==> src/rtl/fcall_arbiter_if.sv <==
// Call/result handshake bundle for fcall_arbiter: per-requester operand triples in,
// tagged results out.
interface fcall_arbiter_if #(
    parameter int unsigned NREQ = 4,
    parameter int unsigned W    = 8,
    parameter int unsigned IDW  = $clog2(NREQ)
);
    logic [NREQ-1:0]   req_valid;
    logic [NREQ*W-1:0] req_a;
    logic [NREQ*W-1:0] req_b;
    logic [NREQ*W-1:0] req_c;
    logic [NREQ-1:0]   req_ready;
    logic              res_valid;
    logic [W+1:0]      res_data;
    logic [IDW-1:0]    res_id;
    logic              res_ready;
    logic              busy;

    modport master (
        output req_valid, req_a, req_b, req_c, res_ready,
        input  req_ready, res_valid, res_data, res_id, busy
    );

    modport slave (
        input  req_valid, req_a, req_b, req_c, res_ready,
        output req_ready, res_valid, res_data, res_id, busy
    );
endinterface

==> src/rtl/fcall_arbiter.sv <==
// Round-robin arbiter sharing one registered a+b+c unit among NREQ requesters.
// Define FCALL_ARB_FIXED_PRIO_EN for fixed lowest-index-wins arbitration.
module fcall_arbiter #(
    parameter int unsigned NREQ = 4,
    parameter int unsigned W    = 8,
    parameter int unsigned IDW  = $clog2(NREQ)
) (
    input logic           clk,
    input logic           rst_n,
    fcall_arbiter_if.slave bus
);
    typedef enum logic [1:0] {StIdle, StExec, StResp} state_e;

    state_e         state_q, state_d;
    logic [W-1:0]   op_a_q, op_a_d;
    logic [W-1:0]   op_b_q, op_b_d;
    logic [W-1:0]   op_c_q, op_c_d;
    logic [IDW-1:0] op_id_q, op_id_d;
    logic [W+1:0]   res_data_q, res_data_d;
    logic [IDW-1:0] res_id_q, res_id_d;
    logic           grant_any;
    logic [IDW-1:0] grant_idx;
    logic           accept;
    logic [W+1:0]   sum;

    logic [W-1:0] a_arr [NREQ];
    logic [W-1:0] b_arr [NREQ];
    logic [W-1:0] c_arr [NREQ];

    for (genvar i = 0; i < NREQ; i++) begin : g_unpack
        assign a_arr[i] = bus.req_a[i*W +: W];
        assign b_arr[i] = bus.req_b[i*W +: W];
        assign c_arr[i] = bus.req_c[i*W +: W];
    end

`ifdef FCALL_ARB_FIXED_PRIO_EN
    // Scan downwards so the lowest valid index is the last to overwrite.
    always_comb begin
        grant_any = 1'b0;
        grant_idx = '0;
        for (int i = int'(NREQ) - 1; i >= 0; i--) begin
            if (bus.req_valid[IDW'(i)]) begin
                grant_any = 1'b1;
                grant_idx = IDW'(i);
            end
        end
    end
`else
    logic [IDW-1:0] last_g_q, last_g_d;

    always_comb begin
        int unsigned idx;
        grant_any = 1'b0;
        grant_idx = '0;
        idx       = 0;
        for (int unsigned k = 1; k <= NREQ; k++) begin
            idx = (32'(last_g_q) + k) % NREQ;
            if (!grant_any && bus.req_valid[IDW'(idx)]) begin
                grant_any = 1'b1;
                grant_idx = IDW'(idx);
            end
        end
    end

    assign last_g_d = accept ? grant_idx : last_g_q;

    always_ff @(posedge clk) begin
        if (!rst_n) begin
            last_g_q <= IDW'(NREQ - 1);
        end else begin
            last_g_q <= last_g_d;
        end
    end
`endif

    assign sum = {2'b00, op_a_q} + {2'b00, op_b_q} + {2'b00, op_c_q};

    always_comb begin
        state_d    = state_q;
        op_a_d     = op_a_q;
        op_b_d     = op_b_q;
        op_c_d     = op_c_q;
        op_id_d    = op_id_q;
        res_data_d = res_data_q;
        res_id_d   = res_id_q;
        accept     = 1'b0;
        unique case (state_q)
            StIdle: accept = grant_any;
            StExec: begin
                res_data_d = sum;
                res_id_d   = op_id_q;
                state_d    = StResp;
            end
            StResp: begin
                if (bus.res_ready) begin
                    accept  = grant_any;
                    state_d = StIdle;
                end
            end
            default: state_d = StIdle;
        endcase
        // A new call can be accepted from IDLE or while the current result drains.
        if (accept) begin
            state_d = StExec;
            op_a_d  = a_arr[grant_idx];
            op_b_d  = b_arr[grant_idx];
            op_c_d  = c_arr[grant_idx];
            op_id_d = grant_idx;
        end
    end

    always_ff @(posedge clk) begin
        if (!rst_n) begin
            state_q    <= StIdle;
            op_a_q     <= '0;
            op_b_q     <= '0;
            op_c_q     <= '0;
            op_id_q    <= '0;
            res_data_q <= '0;
            res_id_q   <= '0;
        end else begin
            state_q    <= state_d;
            op_a_q     <= op_a_d;
            op_b_q     <= op_b_d;
            op_c_q     <= op_c_d;
            op_id_q    <= op_id_d;
            res_data_q <= res_data_d;
            res_id_q   <= res_id_d;
        end
    end

    assign bus.req_ready = accept ? (NREQ'(1) << grant_idx) : '0;
    assign bus.res_valid = (state_q == StResp);
    assign bus.res_data  = res_data_q;
    assign bus.res_id    = res_id_q;
    assign bus.busy      = (state_q != StIdle);
endmodule
==> src/flat_wrapper.sv <==
// flat-port wrapper written by rule: the top's interface ports become plain ports
module fcall_arbiter_flat 
#(
    parameter int unsigned NREQ = 4,
    parameter int unsigned W    = 8,
    parameter int unsigned IDW  = $clog2(NREQ)
)
  (clk, rst_n, bus_req_valid, bus_req_a, bus_req_b, bus_req_c, bus_res_ready, bus_req_ready, bus_res_valid, bus_res_data, bus_res_id, bus_busy);
  fcall_arbiter_if #(.NREQ(NREQ), .W(W), .IDW(IDW)) bus_i ();
  input logic clk;
  input logic rst_n;
  input wire logic [$bits(bus_i.req_valid)-1:0] bus_req_valid;
  input wire logic [$bits(bus_i.req_a)-1:0] bus_req_a;
  input wire logic [$bits(bus_i.req_b)-1:0] bus_req_b;
  input wire logic [$bits(bus_i.req_c)-1:0] bus_req_c;
  input wire logic [$bits(bus_i.res_ready)-1:0] bus_res_ready;
  output wire logic [$bits(bus_i.req_ready)-1:0] bus_req_ready;
  output wire logic [$bits(bus_i.res_valid)-1:0] bus_res_valid;
  output wire logic [$bits(bus_i.res_data)-1:0] bus_res_data;
  output wire logic [$bits(bus_i.res_id)-1:0] bus_res_id;
  output wire logic [$bits(bus_i.busy)-1:0] bus_busy;
  assign bus_i.req_valid = bus_req_valid;
  assign bus_i.req_a = bus_req_a;
  assign bus_i.req_b = bus_req_b;
  assign bus_i.req_c = bus_req_c;
  assign bus_i.res_ready = bus_res_ready;
  assign bus_req_ready = bus_i.req_ready;
  assign bus_res_valid = bus_i.res_valid;
  assign bus_res_data = bus_i.res_data;
  assign bus_res_id = bus_i.res_id;
  assign bus_busy = bus_i.busy;
  fcall_arbiter #(.NREQ(NREQ), .W(W), .IDW(IDW)) u_core (.clk(clk), .rst_n(rst_n), .bus(bus_i));
endmodule
==> config.mk <==
export PLATFORM = sky130hd
export DESIGN_NAME = fcall_arbiter_flat
export DESIGN_NICKNAME = d
export VERILOG_FILES = /design/src/rtl/fcall_arbiter_if.sv /design/src/rtl/fcall_arbiter.sv /design/src/flat_wrapper.sv
export SDC_FILE = /design/constraint.sdc
export NUM_CORES = 1
export LEC_CHECK = 0
export BUFFER_PORTS_ARGS = -buffer_cell sky130_fd_sc_hd__buf_2
export CAP_MARGIN = 5
export CORE_MARGIN = 4
export CORE_UTILIZATION = 45
export CTS_BUF_LIST = sky130_fd_sc_hd__clkbuf_2 sky130_fd_sc_hd__clkbuf_4 sky130_fd_sc_hd__clkbuf_8
export CTS_CLUSTER_DIAMETER = 150
export DETAILED_ROUTE_END_ITERATION = 8
export PLACE_DENSITY = 0.75
export SLEW_MARGIN = 20
export SYNTH_ARGS = -nofsm -noshare
export SYNTH_HDL_FRONTEND = slang
export SYNTH_SLANG_ARGS = --single-unit
==> constraint.sdc <==
create_clock -name clk -period 5.7 [get_ports clk]
set_input_delay 0.855 -clock clk [delete_from_list [all_inputs] [get_ports clk]]
set_output_delay 0.855 -clock clk [all_outputs]
set_load 0.01 [all_outputs]
**Word level (Yosys, flattened, before mapping)**

Index checks and enable logic that the tools add are counted.

- Bits in registers: 42
- Output and inout port bits: 18
- Logic and storage cells: 71

- Add/sub/neg operators: 6
- $lt $le $gt $ge: 5
- Equal/unequal tests: 5
- Shifts and indexed selects: 1
- Multiplexer cells: 31
- Bitwise logic cells: 3
- Reductions and logical operators: 11

Operators by type and width:

| kind | number |
|---|---|
| 8-bit binary-select mux with 2-bit select | 3 |
| 8-bit 2-to-1 mux | 6 |
| 2-bit by 3-bit < comparator with 1-bit output, second input constant | 4 |
| 10-bit by 8-bit adder with 10-bit output | 1 |
| 1-bit 2-to-1 mux | 10 |
| 2-bit 2-to-1 mux | 5 |
| 8-bit by 8-bit adder with 9-bit output | 1 |
| 1-bit binary-select mux with 2-bit select | 4 |
| 2-bit one-hot mux with 3 select lines | 1 |
| 2-bit by 1-bit adder with 2-bit output, second input constant | 2 |
| 2-bit adder, second input constant | 2 |
| 4-bit 2-to-1 mux | 1 |
| 2-bit AND reduction | 2 |
| 1-bit by 2-bit left shift with 4-bit output, first input constant | 1 |
| 3-bit >= comparator, second input constant | 1 |
| 1-bit logical AND | 3 |
| 1-bit zero test | 3 |
| 3-bit by 2-bit != test with 1-bit output, second input constant | 1 |
| 2-bit NOT with 3-bit output | 1 |
| 2-bit by 1-bit == test with 1-bit output, second input constant | 1 |
| 2-bit == test, second input constant | 1 |
| 2-bit zero test | 1 |
| 2-bit by 1-bit != test with 1-bit output, second input constant | 1 |
| 2-bit != test, second input constant | 1 |
| other kinds (4) | 5 |

**Longest topological paths before layout**

Gate-level depths: netlist (run 1).

- Depth after elaboration: 17
- Mapped depth: 13

**Worst setup path before layout (run 1)**

OpenSTA, ideal clock, no wires.

- Kind: input to output
- Start point: input port bus_req_valid[0]
- End point: output port bus_req_ready[3]
- Arrival: 1.771 ns
- Setup slack: 3.074 ns
- Cell stages on the path: 7
- Buffers on the path: 2
- Path through: inv_1 -> o21ai_1 -> a31oi_1 -> buf_4 -> buf_2 -> nand2_1 -> nor2_1

- Word-level cells in the longest chain between the ends: 15

RTL lines:

| what | RTL line | text |
|---|---|---|
| start: declaration | flat_wrapper.sv:12 | `input wire logic [$bits(bus_i.req_valid)-1:0] bus_req_valid;` |
| 1-bit binary-select mux with 2-bit select | fcall_arbiter.sv:58 | `if (!grant_any && bus.req_valid[IDW'(idx)]) begin` |
| 1-bit 2-to-1 mux (implied by the code) | fcall_arbiter.sv:58 |  |
| 1-bit 2-to-1 mux | fcall_arbiter.sv:58 |  |
| 1-bit zero test | fcall_arbiter.sv:58 |  |
| 1-bit logical AND | fcall_arbiter.sv:58 |  |
| 1-bit 2-to-1 mux | fcall_arbiter.sv:58 |  |
| 1-bit zero test | fcall_arbiter.sv:58 |  |
| 1-bit logical AND | fcall_arbiter.sv:58 |  |
| 1-bit 2-to-1 mux | fcall_arbiter.sv:58 |  |
| 1-bit zero test | fcall_arbiter.sv:58 |  |
| 1-bit logical AND | fcall_arbiter.sv:58 |  |
| 1-bit 2-to-1 mux | fcall_arbiter.sv:58 |  |
| 1-bit 2-to-1 mux | fcall_arbiter.sv:95 | `if (bus.res_ready) begin` |
| 1-bit one-hot mux with 2 select lines | fcall_arbiter.sv:87 | `unique case (state_q)` |
| 4-bit 2-to-1 mux * | fcall_arbiter.sv:132 | `assign bus.req_ready = accept ? (NREQ'(1) << grant_idx) : '0;` |
| end: declaration | flat_wrapper.sv:17 | `output wire logic [$bits(bus_i.req_ready)-1:0] bus_req_ready;` |

Every way passes the cells marked *; elsewhere a longest branch is shown, timed or not. The select of a mux whose other input is x is not followed.

**Worst setup path in the final report (run 1)**

- Start point: input port bus_req_valid[3]
- End point: output port bus_req_ready[3]

Same word-level chain as after synthesis.

==> impl_metrics.ini, run 1 <==
[run_status]
status = complete, no violations

[critical_path]
cpMostUsedCell = buf_2
worst-r2r-cell-count = 13
critPathLaunchType = input pin
critical_path.top_delay_family = buffers and inverters
arrival_ns = 2.41
cp-end-kind = output pin
slowest_delay_ns = 0.63
cp_cell_sequence = buf_2 > nand3b_1 > a31oi_4 > buf_4 > nand2_1 > nor2_1 > buf_2
path_buf_inv = 3
crit_fanout = 52
cp.required_ns = 4.85
cp_slowest_cell = buf_4
path_class = in2out
worstSetupPathDepth = 7

[drt]
routedWlPerCell_um = 13.5
num_vias = 2579
vias_per_cell = 5.22
drc = 0
postRouteAntennaNets = 0
drtIter0Drc = 59
drt_wl_total_um = 6690
first_pass_iters = 4

[place]
dpl_cell_area_um2 = 3530
port_buffers = 120
hpwlAfterDp_um = 5400
gp_congestion = 0.896

[run]
max-cap-violations = 0

[clock_tree]
cts.reportedPaths.clkPinSlew_ns = 0.07
cts_tree = done
cts.sinks = 42
cts-resized-gates = 0
cts_made_buffers = 5
post-cts-setup-buffers = 0
worstSkewPairLatency_ns = 0.29
clk_path_buf_depth = 2
cts.htree.levels = 2
clock-root-buffer = clkbuf_8
cts.hold.buffers_added = 0

[global_routing]
grt_first_pass_wirelength_um = 10900
grt_max_degree = 53
grt_overflow = 0
grt_pass1_vias = 2506
antenna_found_initial = 0
track_usage_pct = 17.5

[layout]
final_common_cell = buf_2
finalNetCount = 538
drive_above_1_share_pct = 38.4
layout_common_cells = 120 x buf_2, 50 x mux2i_1, 42 x dfxtp_1
finalInstanceArea_um2 = 3610
n_antenna_cell = 0
utilization_pct = 56.9
fillerInstances = 579
syn_to_final_growth_pct = 22.1

[power]
switching_share_pct = 36.5
p_int_mw = 0.620
pwr-share-comb_pct = 43.7
p_sw_mw = 0.356
power_density_nw_per_um2 = 270
pwr-share-clk_pct = 18.5
max-vdd-ir-drop_uv = 138
leakage_nw = 1.71
power_frac_seq_pct = 37.8

[yosys]
synth-xor-area-share_pct = 2.37
synth.cell_area_um2 = 2960
ys_ff_latch = 42
ys_warn_count = 0
muxShareOfSynthArea_pct = 16.9
synth_edf_count = 0
syn-instance-count = 306
synth_top_family_by_area = compound AO/OA/AOI/OAI gates
synthSimpleGateAreaFrac_pct = 14.4
ys.flop_type = dfxtp_1
synth.distinct_cells = 51
synth_nets = 427
async_flop_share_pct = 0
synth_compound_area_share_pct = 23.7
syn_avg_cell_area_um2 = 9.66
synth_fa_ha_area_share_pct = 8.13
ys_seq_area_share_pct = 28.4

[sta]
hold_viol_final = 0
drv_slew = 0
setup_tns_ns = 0
finClkSkew_ns = 0.00968
tightestPinTransition_ns = 0.941
fmax_mhz = 306
max_slew_margin_pct = 37.1
rsz0062_at_grt = no
setup_viol = 0
fin_crit_ns = 3.27
hold_slack_ns = 0.450
fin_crit_sh_pct = 57.3

[die]
std_cell_rows = 29
coreArea_um2 = 6350
fp.dieH_um = 89.1
io_pins = 121
die_area_um2 = 7930
initial_core_util_pct = 46.6
die_w_um = 89.1

[worst_hold_path]
hold_class = reg2reg
hold-path-cell-count = 2
[sequential cells by signal, indices dropped and copies added (netlist names)]
signal / flops
u_core.last_g_q: 2
u_core.bus.res_id: 2
u_core.op_a_q: 8
u_core.op_c_q: 8
u_core.op_id_q: 2
u_core.op_b_q: 8
u_core.bus.res_data: 10
u_core.state_q: 2
[worst paths after layout]
kind | startpoint | end | slack [ns]
setup / recovery | bus_req_valid[3] | bus_req_ready[3] | 2.43
hold / removal | u_core.bus.res_data[9] | u_core.bus.res_data[9] | 0.45
setup reg to reg | u_core.op_a_q[0] | u_core.bus.res_data[8] | 2.89
hold reg to reg | u_core.bus.res_data[9] | u_core.bus.res_data[9] | 0.45
[area by class of cell]
type | count | area, µm² | share of cell area, %
clock buffer | 5 | 68.8 | 1.91
timing repair buffer | 121 | 608 | 16.8
sequential | 42 | 841 | 23.3
clock inverter | 2 | 10.0 | 0.277
multi-input combinational | 239 | 1950 | 54.1
inverter | 8 | 32.5 | 0.901
tap | 77 | 96.3 | 2.67
[per-stage QoR]
step	worst slack [ns]	std cells	power, mW
after floorplan	3.07	306	0.701
after global placement	2.50	487	0.790
after detailed placement	2.43	487	0.800
after CTS	2.43	494	0.985
after global routing	2.25	494	1.05
final	2.43	494	0.976
[power groups by stage]
stage | logic [mW] | clock network, mW | registers (mW)
floorplan | 0.330 | 0 | 0.371
global placement | 0.414 | 0 | 0.375
detailed placement | 0.424 | 0 | 0.376
CTS | 0.430 | 0.186 | 0.369
global route | 0.479 | 0.199 | 0.374
finish | 0.427 | 0.181 | 0.369
[cell families (layout without fill, tap and decap cells)]
| logic type | after synthesis | count (layout) |
|---|---|---|
| flops | 42 | 42 |
| buf+inv | 25 | 136 |
| xor+xnor | 8 | 8 |
| mux | 50 | 50 |
| simple gates | 83 | 83 |
| compound gates | 80 | 80 |
| fa+ha+maj | 18 | 18 |
[worst register-to-register path, stage by stage (launching register included)]
cell	delay, ns
dfxtp_1	0.36
ha_1	0.17
inv_1	0.05
fa_1	0.39
nor2b_1	0.17
o2111ai_1	0.15
nand2_1	0.11
xor2_1	0.07
ha_1	0.20
or3_1	0.40
o21bai_1	0.17
a31oi_1	0.21
or3_1	0.13
a31oi_1	0.07
[Yosys cell counts (6+ instances only)]
cell type | count | share of area, %
dfxtp_1 | 42 | 28
nand2_1 | 39 | 5.0
nor2_1 | 13 | 1.7
o221ai_2 | 21 | 11
o21ai_0 | 7 | 1.2
a21oi_1 | 15 | 2.5
xnor2_1 | 6 | 1.8
ha_1 | 16 | 6.8
mux2i_1 | 50 | 17
a211oi_1 | 6 | 1.5
inv_1 | 7 | 0.89
[routing by layer]
layer | vias up | GRT usage, % | routed length (µm)
li1 | 1359 | - | -
met1 | 1131 | 21.1 | 2910
met2 | 85 | 31.3 | 3220
met3 | 4 | 4.42 | 525
met4 | 0 | 3.65 | 39
met5 | - | 0 | 0
Power figures use the tool's default switching activity.
==> run 2: changes to the inputs <==
- clock period: 5.7 -> 3.09 ns (I/O delays scaled with it)
==> impl_metrics.ini, run 2 (synthesis results as in run 1) <==
[global_routing]
grt_pass1_vias = 2477
grt_overflow = 0
grt_first_pass_wirelength_um = 11000
track_usage_pct = 17.5
grt_max_degree = 52
antenna_found_initial = 0

[sta]
fin_crit_sh_pct = 89.8
fmax_mhz = 360
hold_viol_final = 0
drv_slew = 0
setup_viol = 0
tightestPinTransition_ns = 0.849
finClkSkew_ns = 0.0112
rsz0062_at_grt = no
setup_tns_ns = 0
setup_slack_ns = 0.316
fin_crit_ns = 2.77
max_slew_margin_pct = 43.3

[clock_tree]
worstSkewPairLatency_ns = 0.29
clock-root-buffer = clkbuf_8
cts-resized-gates = 0
cts.reportedPaths.clkPinSlew_ns = 0.07
cts_made_buffers = 5
cts_tree = done
cts.hold.buffers_added = 0
post-cts-setup-buffers = 0
cts.sinks = 42
cts.htree.levels = 2
clk_path_buf_depth = 2

[place]
hpwlAfterDp_um = 5390
port_buffers = 120
pre_cts_ws_ns = 0.326
gp_congestion = 0.902

[critical_path]
arrival_ns = 2.90
cp_slowest_cell = fa_1
path_class = reg2reg
cp-end-kind = flop
cp.required_ns = 3.22
cp_cell_sequence = ha_1 > inv_1 > fa_1 > nor2b_1 > o2111ai_1 > nand2_1 > xor2_1 > ha_1 > or3_1 > o21bai_1 > a31oi_1 > or3_1 > a31oi_1
worst-r2r-cell-count = 13
slowest_delay_ns = 0.40
critPathLaunchType = flop
crit_fanout = 3

[drt]
drtIter0Drc = 103
postRouteAntennaNets = 0
num_vias = 2615
drc = 0
drt_wl_total_um = 6680
first_pass_iters = 4
routedWlPerCell_um = 13.5
vias_per_cell = 5.29

[run_status]
status = complete, no violations

[die]
fp.dieH_um = 89.1
die_w_um = 89.1
die_area_um2 = 7930
initial_core_util_pct = 46.6
coreArea_um2 = 6350
std_cell_rows = 29
io_pins = 121

[power]
max-vdd-ir-drop_uv = 280
power_density_nw_per_um2 = 500
leakage_nw = 1.72

[layout]
multiInputGateArea_um2 = 1950
finalNetCount = 538
largest_reg_flops = 10
n_antenna_cell = 0
syn_to_final_growth_pct = 22.7
layout_common_cells = 120 x buf_2, 50 x mux2i_1, 42 x dfxtp_1
fillerInstances = 557
drive_above_1_share_pct = 38.4
final_common_cell = buf_2
area.sequential_um2 = 841

[worst_hold_path]
hold-path-cell-count = 2
hold_class = reg2reg

[run]
max-cap-violations = 0
[run 2: per-stage QoR]
stage | power (mW) | hold slack (ns) | cell area (µm²) | instances | utilization [%]
after global placement | 1.46 | 0.440 | 3540 | 487 | 55.8
after CTS | 1.83 | 0.455 | 3630 | 494 | 57.1
after detailed placement | 1.48 | 0.444 | 3540 | 487 | 55.8
after global routing | 1.96 | 0.477 | 3630 | 494 | 57.1
after floorplan | 1.29 | 0.429 | 2960 | 306 | -
final | 1.81 | 0.451 | 3630 | 494 | 57.1
[run 2: worst paths after layout]
path | startpoint | end | slack, ns
max | u_core.op_a_q[0] | u_core.bus.res_data[8] | 0.32
min | u_core.bus.res_data[4] | u_core.bus.res_data[4] | 0.45
max reg2reg | u_core.op_a_q[0] | u_core.bus.res_data[8] | 0.32
min reg2reg | u_core.bus.res_data[4] | u_core.bus.res_data[4] | 0.45
[run 2: critical path, delay by kind of cell (launching register included)]
| kind | cells | cell delay [ns] |
|---|---|---|
| AND/OR/NAND/NOR | 4 | 0.81 |
| XOR/XNOR | 1 | 0.07 |
| flip-flops | 1 | 0.34 |
| buffers and inverters | 1 | 0.05 |
| AO/OA/AOI/OAI | 4 | 0.58 |
| adder cells (fa/ha/maj) | 3 | 0.77 |
[run 2: report_power, final]
part	switching (mW)	internal (mW)	total [mW]	leakage (nW)
Clock	0.174	0.173	0.347	0.0452
Combinational	0.417	0.370	0.787	1.33
Sequential	0.0564	0.624	0.680	0.346
[run 2: final cells by class]
type,instances,share of cell area (%)
inverters,8,0.897
repair buffers,121,17.1
clock buffers,7,2.31
multi-input cells,239,53.9
well taps,77,2.66
flip-flops and latches,42,23.2
[run 2: per-layer routing]
metal / global-route usage [%] / vias to the layer above / part of all wire, %
met5: 0 / - / 0
met4: 4.47 / 0 / 1.1
met3: 3.78 / 7 / 9.0
met2: 30.4 / 94 / 47
met1: 22.0 / 1152 / 43
li1: - / 1362 / -
